[config.mk]
export PLATFORM = sky130hd
export DESIGN_NAME = ccff_chain_loader
export DESIGN_NICKNAME = d
export VERILOG_FILES = /design/src/rtl/ccff_pkg.sv /design/src/rtl/ccff_word_serializer.sv /design/src/rtl/ccff_chain_loader.sv
export SDC_FILE = /design/constraint.sdc
export NUM_CORES = 1
export LEC_CHECK = 0
export CORE_MARGIN = 5
export CORE_UTILIZATION = 55
export DETAILED_ROUTE_END_ITERATION = 10
export PLACE_DENSITY = 0.77
export SLEW_MARGIN = 25
export SYNTH_ARGS = -nofsm -noshare
export SYNTH_HDL_FRONTEND = slang
export SYNTH_HIERARCHICAL = 1
export SYNTH_SLANG_ARGS = --single-unit
[constraint.sdc]
create_clock -name prog_clk -period 5 [get_ports prog_clk]
set_clock_uncertainty 0.1 [all_clocks]
set_input_delay 0.75 -clock prog_clk [delete_from_list [all_inputs] [get_ports prog_clk]]
set_output_delay 0.75 -clock prog_clk [all_outputs]
set_load 0.01 [all_outputs]
[src/rtl/ccff_pkg.sv]
// Shared types and constants for the CLB configuration-chain loader.
// Holds the FSM state encoding, CRC-16-CCITT constants and the word-count helper.
package ccff_pkg;

   typedef enum logic [1:0] {
      ST_IDLE  = 2'd0,
      ST_LOAD  = 2'd1,
      ST_DRAIN = 2'd2,
      ST_DONE  = 2'd3
   } ccff_state_e;

   localparam logic [15:0] CRC16_POLY = 16'h1021;
   localparam logic [15:0] CRC16_SEED = 16'hFFFF;

   // Words required to cover the chain; the last word may be only partly used.
   function automatic int words_needed(input int chain_len, input int word_w);
      return (chain_len + word_w - 1) / word_w;
   endfunction

endpackage

[src/rtl/ccff_word_serializer.sv]
// Shift register plus holding register that turns bitstream words into a
// gap-free LSB-first bit stream; the holding register refills the shifter on its last bit.
module ccff_word_serializer #(
   parameter int WORD_W = 8
) (
   input  logic              clk_i,
   input  logic              rst_i,
   input  logic              flush_i,
   input  logic              load_en_i,
   input  logic              accept_en_i,
   input  logic              shift_allow_i,
   input  logic [WORD_W-1:0] data_i,
   input  logic              valid_i,
   output logic              ready_o,
   output logic              accept_o,
   output logic              shift_o,
   output logic              bit_o
);

   localparam int SC_W = $clog2(WORD_W + 1);
   localparam logic [SC_W-1:0] FULL_CNT = SC_W'(WORD_W);
   localparam logic [SC_W-1:0] ONE_CNT  = SC_W'(1);

   logic [WORD_W-1:0] sr_q, sr_d, hr_q, hr_d;
   logic [SC_W-1:0]   sr_cnt_q, sr_cnt_d;
   logic              hr_valid_q, hr_valid_d;
   logic              move;

   always_comb begin
      ready_o  = load_en_i && accept_en_i && !hr_valid_q;
      accept_o = ready_o && valid_i;
      shift_o  = shift_allow_i && (sr_cnt_q != '0);
      bit_o    = sr_q[0];
      // Refill on an empty shifter, or in the same cycle its last bit leaves.
      move     = load_en_i && hr_valid_q &&
                 ((sr_cnt_q == '0) || ((sr_cnt_q == ONE_CNT) && shift_o));

      sr_d       = sr_q;
      sr_cnt_d   = sr_cnt_q;
      hr_d       = hr_q;
      hr_valid_d = hr_valid_q;
      if (move) begin
         sr_d     = hr_q;
         sr_cnt_d = FULL_CNT;
      end else if (shift_o) begin
         sr_d     = {1'b0, sr_q[WORD_W-1:1]};
         sr_cnt_d = sr_cnt_q - 1'b1;
      end
      if (accept_o) begin
         hr_d       = data_i;
         hr_valid_d = 1'b1;
      end else if (move) begin
         hr_valid_d = 1'b0;
      end
   end

   always_ff @(posedge clk_i) begin
      if (rst_i || flush_i) begin
         sr_q       <= '0;
         sr_cnt_q   <= '0;
         hr_q       <= '0;
         hr_valid_q <= 1'b0;
      end else begin
         sr_q       <= sr_d;
         sr_cnt_q   <= sr_cnt_d;
         hr_q       <= hr_d;
         hr_valid_q <= hr_valid_d;
      end
   end

endmodule

[src/rtl/ccff_chain_loader.sv]
// Configuration sequencer for one CLB tile's CCFF chain: loads CHAIN_LEN bits and
// then releases fabric reset. Define CCFF_READBACK_EN to add a CRC-16 readback of ccff_tail.
module ccff_chain_loader
   import ccff_pkg::*;
#(
   parameter int  CHAIN_LEN = 1024,
   parameter int  WORD_W    = 8,
   localparam int CNT_W     = $clog2(CHAIN_LEN + 1)
) (
   input  logic              prog_clk,
   input  logic              prog_reset,
   input  logic              start,
   input  logic              abort,
   input  logic [WORD_W-1:0] cfg_data,
   input  logic              cfg_valid,
   output logic              cfg_ready,
   output logic              ccff_head,
   input  logic              ccff_tail,
   output logic              shift_en,
   output logic              fabric_reset,
   output logic              busy,
   output logic              done,
`ifdef CCFF_READBACK_EN
   output logic [15:0]       readback_crc,
`endif
   output logic [CNT_W-1:0]  bit_count
);

   localparam logic [CNT_W-1:0] LAST_BIT   = CNT_W'(CHAIN_LEN - 1);
   localparam logic [CNT_W-1:0] WORD_LIMIT = CNT_W'(words_needed(CHAIN_LEN, WORD_W));

   ccff_state_e      state_q, state_d;
   logic [CNT_W-1:0] bit_count_q, bit_count_d;
   logic [CNT_W-1:0] words_q, words_d;
   logic             head_q, head_d;
   logic             start_ok, flush, in_load, shift_allow, words_open;
   logic             shift, sr_bit, accept;

   always_comb begin
      start_ok    = start && !abort && ((state_q == ST_IDLE) || (state_q == ST_DONE));
      flush       = abort || start_ok;
      in_load     = (state_q == ST_LOAD);
      shift_allow = in_load && (bit_count_q <= LAST_BIT);
      words_open  = (words_q != WORD_LIMIT);
   end

   ccff_word_serializer #(.WORD_W(WORD_W)) u_ser (
      .clk_i         (prog_clk),
      .rst_i         (prog_reset),
      .flush_i       (flush),
      .load_en_i     (in_load),
      .accept_en_i   (words_open),
      .shift_allow_i (shift_allow),
      .data_i        (cfg_data),
      .valid_i       (cfg_valid),
      .ready_o       (cfg_ready),
      .accept_o      (accept),
      .shift_o       (shift),
      .bit_o         (sr_bit)
   );

   // Abort has priority over start in every state; start is ignored while busy.
   always_comb begin
      state_d = state_q;
      if (abort) begin
         state_d = ST_IDLE;
      end else begin
         case (state_q)
            ST_IDLE, ST_DONE: if (start) state_d = ST_LOAD;
            ST_LOAD:          if (shift && (bit_count_q == LAST_BIT)) state_d = ST_DRAIN;
            ST_DRAIN:         state_d = ST_DONE;
            default:          state_d = ST_IDLE;
         endcase
      end

      bit_count_d = bit_count_q;
      if (start_ok)   bit_count_d = '0;
      else if (shift) bit_count_d = bit_count_q + 1'b1;

      words_d = words_q;
      if (flush)       words_d = '0;
      else if (accept) words_d = words_q + 1'b1;

      head_d = shift ? sr_bit : head_q;

      shift_en     = shift;
      ccff_head    = head_d;
      fabric_reset = (state_q != ST_DONE);
      busy         = (state_q == ST_LOAD) || (state_q == ST_DRAIN);
      done         = (state_q == ST_DONE);
      bit_count    = bit_count_q;
   end

   always_ff @(posedge prog_clk) begin
      if (prog_reset) begin
         state_q     <= ST_IDLE;
         bit_count_q <= '0;
         words_q     <= '0;
         head_q      <= 1'b0;
      end else begin
         state_q     <= state_d;
         bit_count_q <= bit_count_d;
         words_q     <= words_d;
         head_q      <= head_d;
      end
   end

`ifdef CCFF_READBACK_EN
   logic [15:0] crc_q, crc_d;
   logic        crc_fb;

   // Tail bits are the previous chain contents, so this signs the prior configuration.
   always_comb begin
      crc_fb = crc_q[15] ^ ccff_tail;
      crc_d  = crc_q;
      if (start_ok)   crc_d = CRC16_SEED;
      else if (shift) crc_d = {crc_q[14:0], 1'b0} ^ (crc_fb ? CRC16_POLY : 16'h0000);
   end

   always_ff @(posedge prog_clk) begin
      if (prog_reset) crc_q <= CRC16_SEED;
      else            crc_q <= crc_d;
   end

   assign readback_crc = crc_q;
`else
   logic unused_tail;
   assign unused_tail = ccff_tail;
`endif

endmodule

# Word-level counts from Yosys, hierarchy flattened
# Index checks and enable logic that the tools add are counted.
# totals
output_inout_bits	17
ff_bits	46
wordCells	61
# op_classes
magnitude_cmp	1
n_addsub	3
reduce_logical	29
n_eq_ne	9
mux	10
# ops
cell	n
$add 11x1->11 const B	2
$mux 8	2
$eq 11x10->1 const B	1
$le 11x10->1 const B	1
$logic_and 1x1->1	11
$ne 11x8->1 const B	1
$reduce_or 2->1	5
$mux 4	2
$ne 2x2->1 const B	3
$pmux 2 s3	1
$logic_or 1x1->1	5
$eq 2x2->1 const B	2
$eq 4x1->1 const B	1
$logic_not 4->1	1
$mux 2	2
$reduce_bool 2->1	2
$reduce_bool 4->1	1
$sub 4x1->4 const B	1
$mux 1	3
$eq 2x1->1 const B	1
$logic_not 1->1	2
$logic_not 2->1	1
$reduce_and 2->1	1

# Logic depth before layout (Yosys ltp)
# logic_depth
depth_word	8
ltp_mapped	11
ltp_nobuf	10

# Modules after synthesis
# Netlist, hierarchy kept.
# modules_own_cells
mod	cells_per_inst	n_inst	area_each_um2
ccff_chain_loader	136	1	1196.1
ccff_word_serializer	122	1	1057.3

# Worst setup path after synthesis
# No wires, ideal clock.
# synth_path
path_kind	register to output
startpoint	reg bit_count_q[0], in the netlist bit_count[0]
endpoint	out ccff_head
arrival_time_ns	2.166
slack_ns	1.984
path_stages_with_launch	9
cell_sequence	dfxtp_1 ha_1 nand4b_1 nor4_1 nor3_1 inv_1 nor2_1 buf_6 mux2_2
# synth_between
elab_chain_cells	4
# synth_rtl
element	line	text
start, declared	ccff_chain_loader.sv:33	logic [CNT_W-1:0] bit_count_q, bit_count_d;
start signal, assigned	ccff_chain_loader.sv:102	bit_count_q <= bit_count_d;
$le 11x10->1	ccff_chain_loader.sv:43	shift_allow = in_load && (bit_count_q <= LAST_BIT);
$logic_and 1x1->1	ccff_chain_loader.sv:43	
named net shift_allow	ccff_chain_loader.sv:36	logic start_ok, flush, in_load, shift_allow, words_open;
$logic_and 1x1->1	ccff_word_serializer.sv:32	shift_o = shift_allow_i && (sr_cnt_q != '0);
named net shift_en	ccff_chain_loader.sv:19	output logic shift_en,
$mux 1	ccff_chain_loader.sv:84	head_d = shift ? sr_bit : head_q;
end, declared	ccff_chain_loader.sv:17	output logic ccff_head,
# The timed path passes the listed nets, and every way through them passes these cells.

# Worst setup path in the final report
# layout_path
startpoint	reg state_q[1]
endpoint	out ccff_head
# layout_between
elab_chain_cells	4
# layout_rtl
element	line	text
start, declared	ccff_chain_loader.sv:32	ccff_state_e state_q, state_d;
start signal, assigned	ccff_chain_loader.sv:101	state_q <= state_d;
$eq 2x1->1	ccff_chain_loader.sv:42	in_load = (state_q == ST_LOAD);
named net in_load	ccff_chain_loader.sv:36	
$logic_and 1x1->1	ccff_chain_loader.sv:43	
named net shift_allow	ccff_chain_loader.sv:36	
$logic_and 1x1->1	ccff_word_serializer.sv:32	
$mux 1	ccff_chain_loader.sv:84	
# The timed path passes the listed nets, and every way through them passes these cells.

==> summary.md <==
| Metric | Value |
|---|---|
| Non-Filler Instances | `334` |
| Setup violators final | `0` |
| CTS root buf | `clkbuf_8` |
| Final Worst Setup Slack | `1450 ps` |
| CP startpoint kind | `flop` |
| Largest net degree at the start of global routing | `20` |
| Min cycle time layout | `3550 ps` |
| Synth Flop Type | `dfxtp_1` |
| Detail Route Antenna Nets | `0` |
| IO Pins | `31` |
| Flop2flop setup slack | `2160 ps` |
| Post-synthesis sequential area ratio | `40.9%` |
| Synth cell types | `49` |
| Diode count | `0` |
| Gpl congestion | `0.810` |
| Leakage power total | `0.844 nW` |
| Max_cap viols | `0` |
| R2R Path End | `state_q[1]` |
| CP Data Required Time | `4150 ps` |
| Setup_tns | `0 ps` |
| RSZ-0062 raised after global routing | `false` |
| Post-synth EDFFs | `0` |
| Via count | `1947` |
| Routed vias/inst | `5.83` |
| Cts hold-fix bufs | `0` |
| Die height | `74.0 µm` |
| Netlist Area Pre-Place | `0.00225 mm²` |
| Vias in the first global route | `1812` |
| Crit end category | `output port` |
| CP peak stage delay | `480 ps` |
| GRT Residual Overflow | `0` |
| PortBufs | `29` |
| Placement Rows | `23` |
| Die Wd | `74.0 µm` |
| Top cells by area, synth | `dfxtp_1 (41%), nand2_1 (4.8%), ha_1 (3.9%)` |
| Critical path class | `reg -> out` |
| Initial antenna violation count | `0` |
| Fin. Hold Viols | `0` |
| Asr flop ratio synth | `0%` |
| TritonCTS clock tree | `done` |
| Top-count cell post-synth | `dfxtp_1` |
| CTS resizes | `0` |
| Slowest cell on the critical path | `clkdlybuf4s50_1` |
| Cell mode on critical path | `inv_1` |
| Fmax | `0.281 GHz` |
| CP max FO | `15` |
| Initial Util | `56.3%` |
| Pre-antenna DRT Iters | `4` |
| Hpwl dp | `3230 µm` |
| CP cell instances | `inv_1 > ha_1 > inv_1 > nor3_1 > buf_4 > inv_1 > nor2_1 > mux2_2 > clkdlybuf4s50_1` |
| FF+latch count, synth | `46` |
| Top cells by count, synth | `dfxtp_1 (46), nand2_1 (29), nor2_1 (22)` |
| DP Worst Slack | `1790 ps` |
| Detailed Route WL | `4620 µm` |
| Mapped Nets | `279` |
| Worst EP arrival | `2700 ps` |
| Starting DRT DRC Count | `115` |
| Synthesized instance count | `258` |
| Share of cells above drive strength 1 | `6.34%` |
| Pwr dens | `247 mW/mm²` |
| Cts bufs inserted | `5` |
| WP buf/inv | `5` |
| Area Overhead vs Synth | `16.6%` |
| Start point of the critical path | `state_q[1]` |
| Worst skew pair latency | `300 ps` |
| Delay-heaviest family, CP | `buffers and inverters` |
| Crit path to | `ccff_head` |
| Setup repair bufs after CTS | `0` |
| Post-synth top area cell | `dfxtp_1` |
| Avg Inst Size Synth | `8.73 µm²` |
| First-pass GRT wire length | `8030 µm` |
| Sink Count | `46` |
| Clock Path Buffers | `2` |
| Placed Instances | `326` |
| RR Startpoint | `state_q[1]` |
| Crit path depth | `9` |
| Fin nets | `304` |
| DRC errors left | `0` |
| Worst R2R Path Depth | `12` |
| Synth warn | `6` |
| Top cell type's share of synthesized area | `40.9%` |
| Core area | `0.00400 mm²` |
| GRT Total Usage | `18.4%` |
| Fin. max-slew vios | `0` |
| Max VDD drop | `0.000197 V` |
| Post-Place Cell Area | `0.00253 mm²` |
| Status | `completed` |
| Final total power | `0.000650 W` |
| Worst min path class | `reg -> reg` |
| Worst Tran Pin Value | `814 ps` |
| Fin area | `0.00263 mm²` |
| Clk slew on worst S/H paths | `90 ps` |
| Final worst path period share | `71.1%` |
| Slew headroom | `45.6%` |
| WL per Instance | `13.8 µm` |
| Die ar. | `0.00548 mm²` |
| H-tree Lvls | `2` |
power by group:
| group | switching [W] | leakage (nW) | internal (W) |
|---|---|---|---|
| registers | 0.00000144 | 0.371 | 0.000368 |
| logic | 0.0000241 | 0.426 | 0.0000194 |
| clock network | 0.000126 | 0.0472 | 0.000111 |
metrics by stage:
stage	hold WS, ps	util (%)
floorplan	337	-
global placement	345	63.3
detailed placement	348	63.3
CTS	361	65.7
global route	395	65.7
finish	359	65.7
layout make-up:
class	count	area (µm²)
Clock buffer	6	82.6
Clock inverter	2	12.5
Fill cell	363	1370
Inverter	12	45.0
Multi-Input combinational cell	187	1200
Sequential cell	46	921
Tap cell	50	62.6
Timing Repair Buffer	31	305
cells in the final DEF (no fill, tap or decap), drive strengths merged, types with 4 or more instances in the layout:
| master | count |
|---|---|
| a21oi | 17 |
| a221oi | 8 |
| a311oi | 8 |
| clkbuf | 6 |
| clkdlybuf4s50 | 29 |
| dfxtp | 46 |
| ha | 7 |
| inv | 12 |
| nand2 | 29 |
| nand3 | 11 |
| nand4 | 7 |
| nor2 | 22 |
| nor3 | 7 |
| o21ai | 16 |
| or3 | 4 |
| xnor2 | 7 |
| xor2 | 10 |
cell families (layout without fill, tap and decap cells):
logic type	Yosys count	count (layout)	share of synthesized area (%)
DFF	46	46	40.9
adders and majority gates	7	7	3.89
and+or+nand+nor	98	98	22.3
buffers and inverters	25	51	5.94
muxes	3	3	1.39
AOI/OAI and AO/OA	62	62	19.0
xor gates and xnor gates	17	17	6.61
layer usage:
layer	global-route usage (%)	vias up	wire length, µm
met1	22.7	915	2040
met4	7.24	0	78
met5	0	-	0
met2	31.9	45	2280
li1	-	980	-
met3	3.24	7	215
flip-flops by register name, indices dropped and copies added (netlist names):
signal,cells
u_ser/sr_cnt_q,4
state_q,2
bit_count,11
u_ser/sr_q,8
words_q,11
head_q,1
u_ser/hr_valid_q,1
u_ser/hr_q,8
worst min-delay path, cell delays in order, from the launching register on:
cell	delay, ps
dfxtp_1	320
nand2_1	50
a21oi_1	50
worst min-delay path by stage:
stage	startpoint	to	cells past startpoint
after floorplan	u_ser/hr_q[0]	u_ser/hr_q[0]	2
after global placement	u_ser/hr_q[6]	u_ser/hr_q[6]	2
after detailed placement	u_ser/hr_q[6]	u_ser/hr_q[6]	2
after CTS	u_ser/hr_q[6]	u_ser/hr_q[6]	2
after global routing	u_ser/hr_q[3]	u_ser/hr_q[3]	2
final	u_ser/hr_q[6]	u_ser/hr_q[6]	2
No activity file was read; power rests on OpenSTA's default activity.
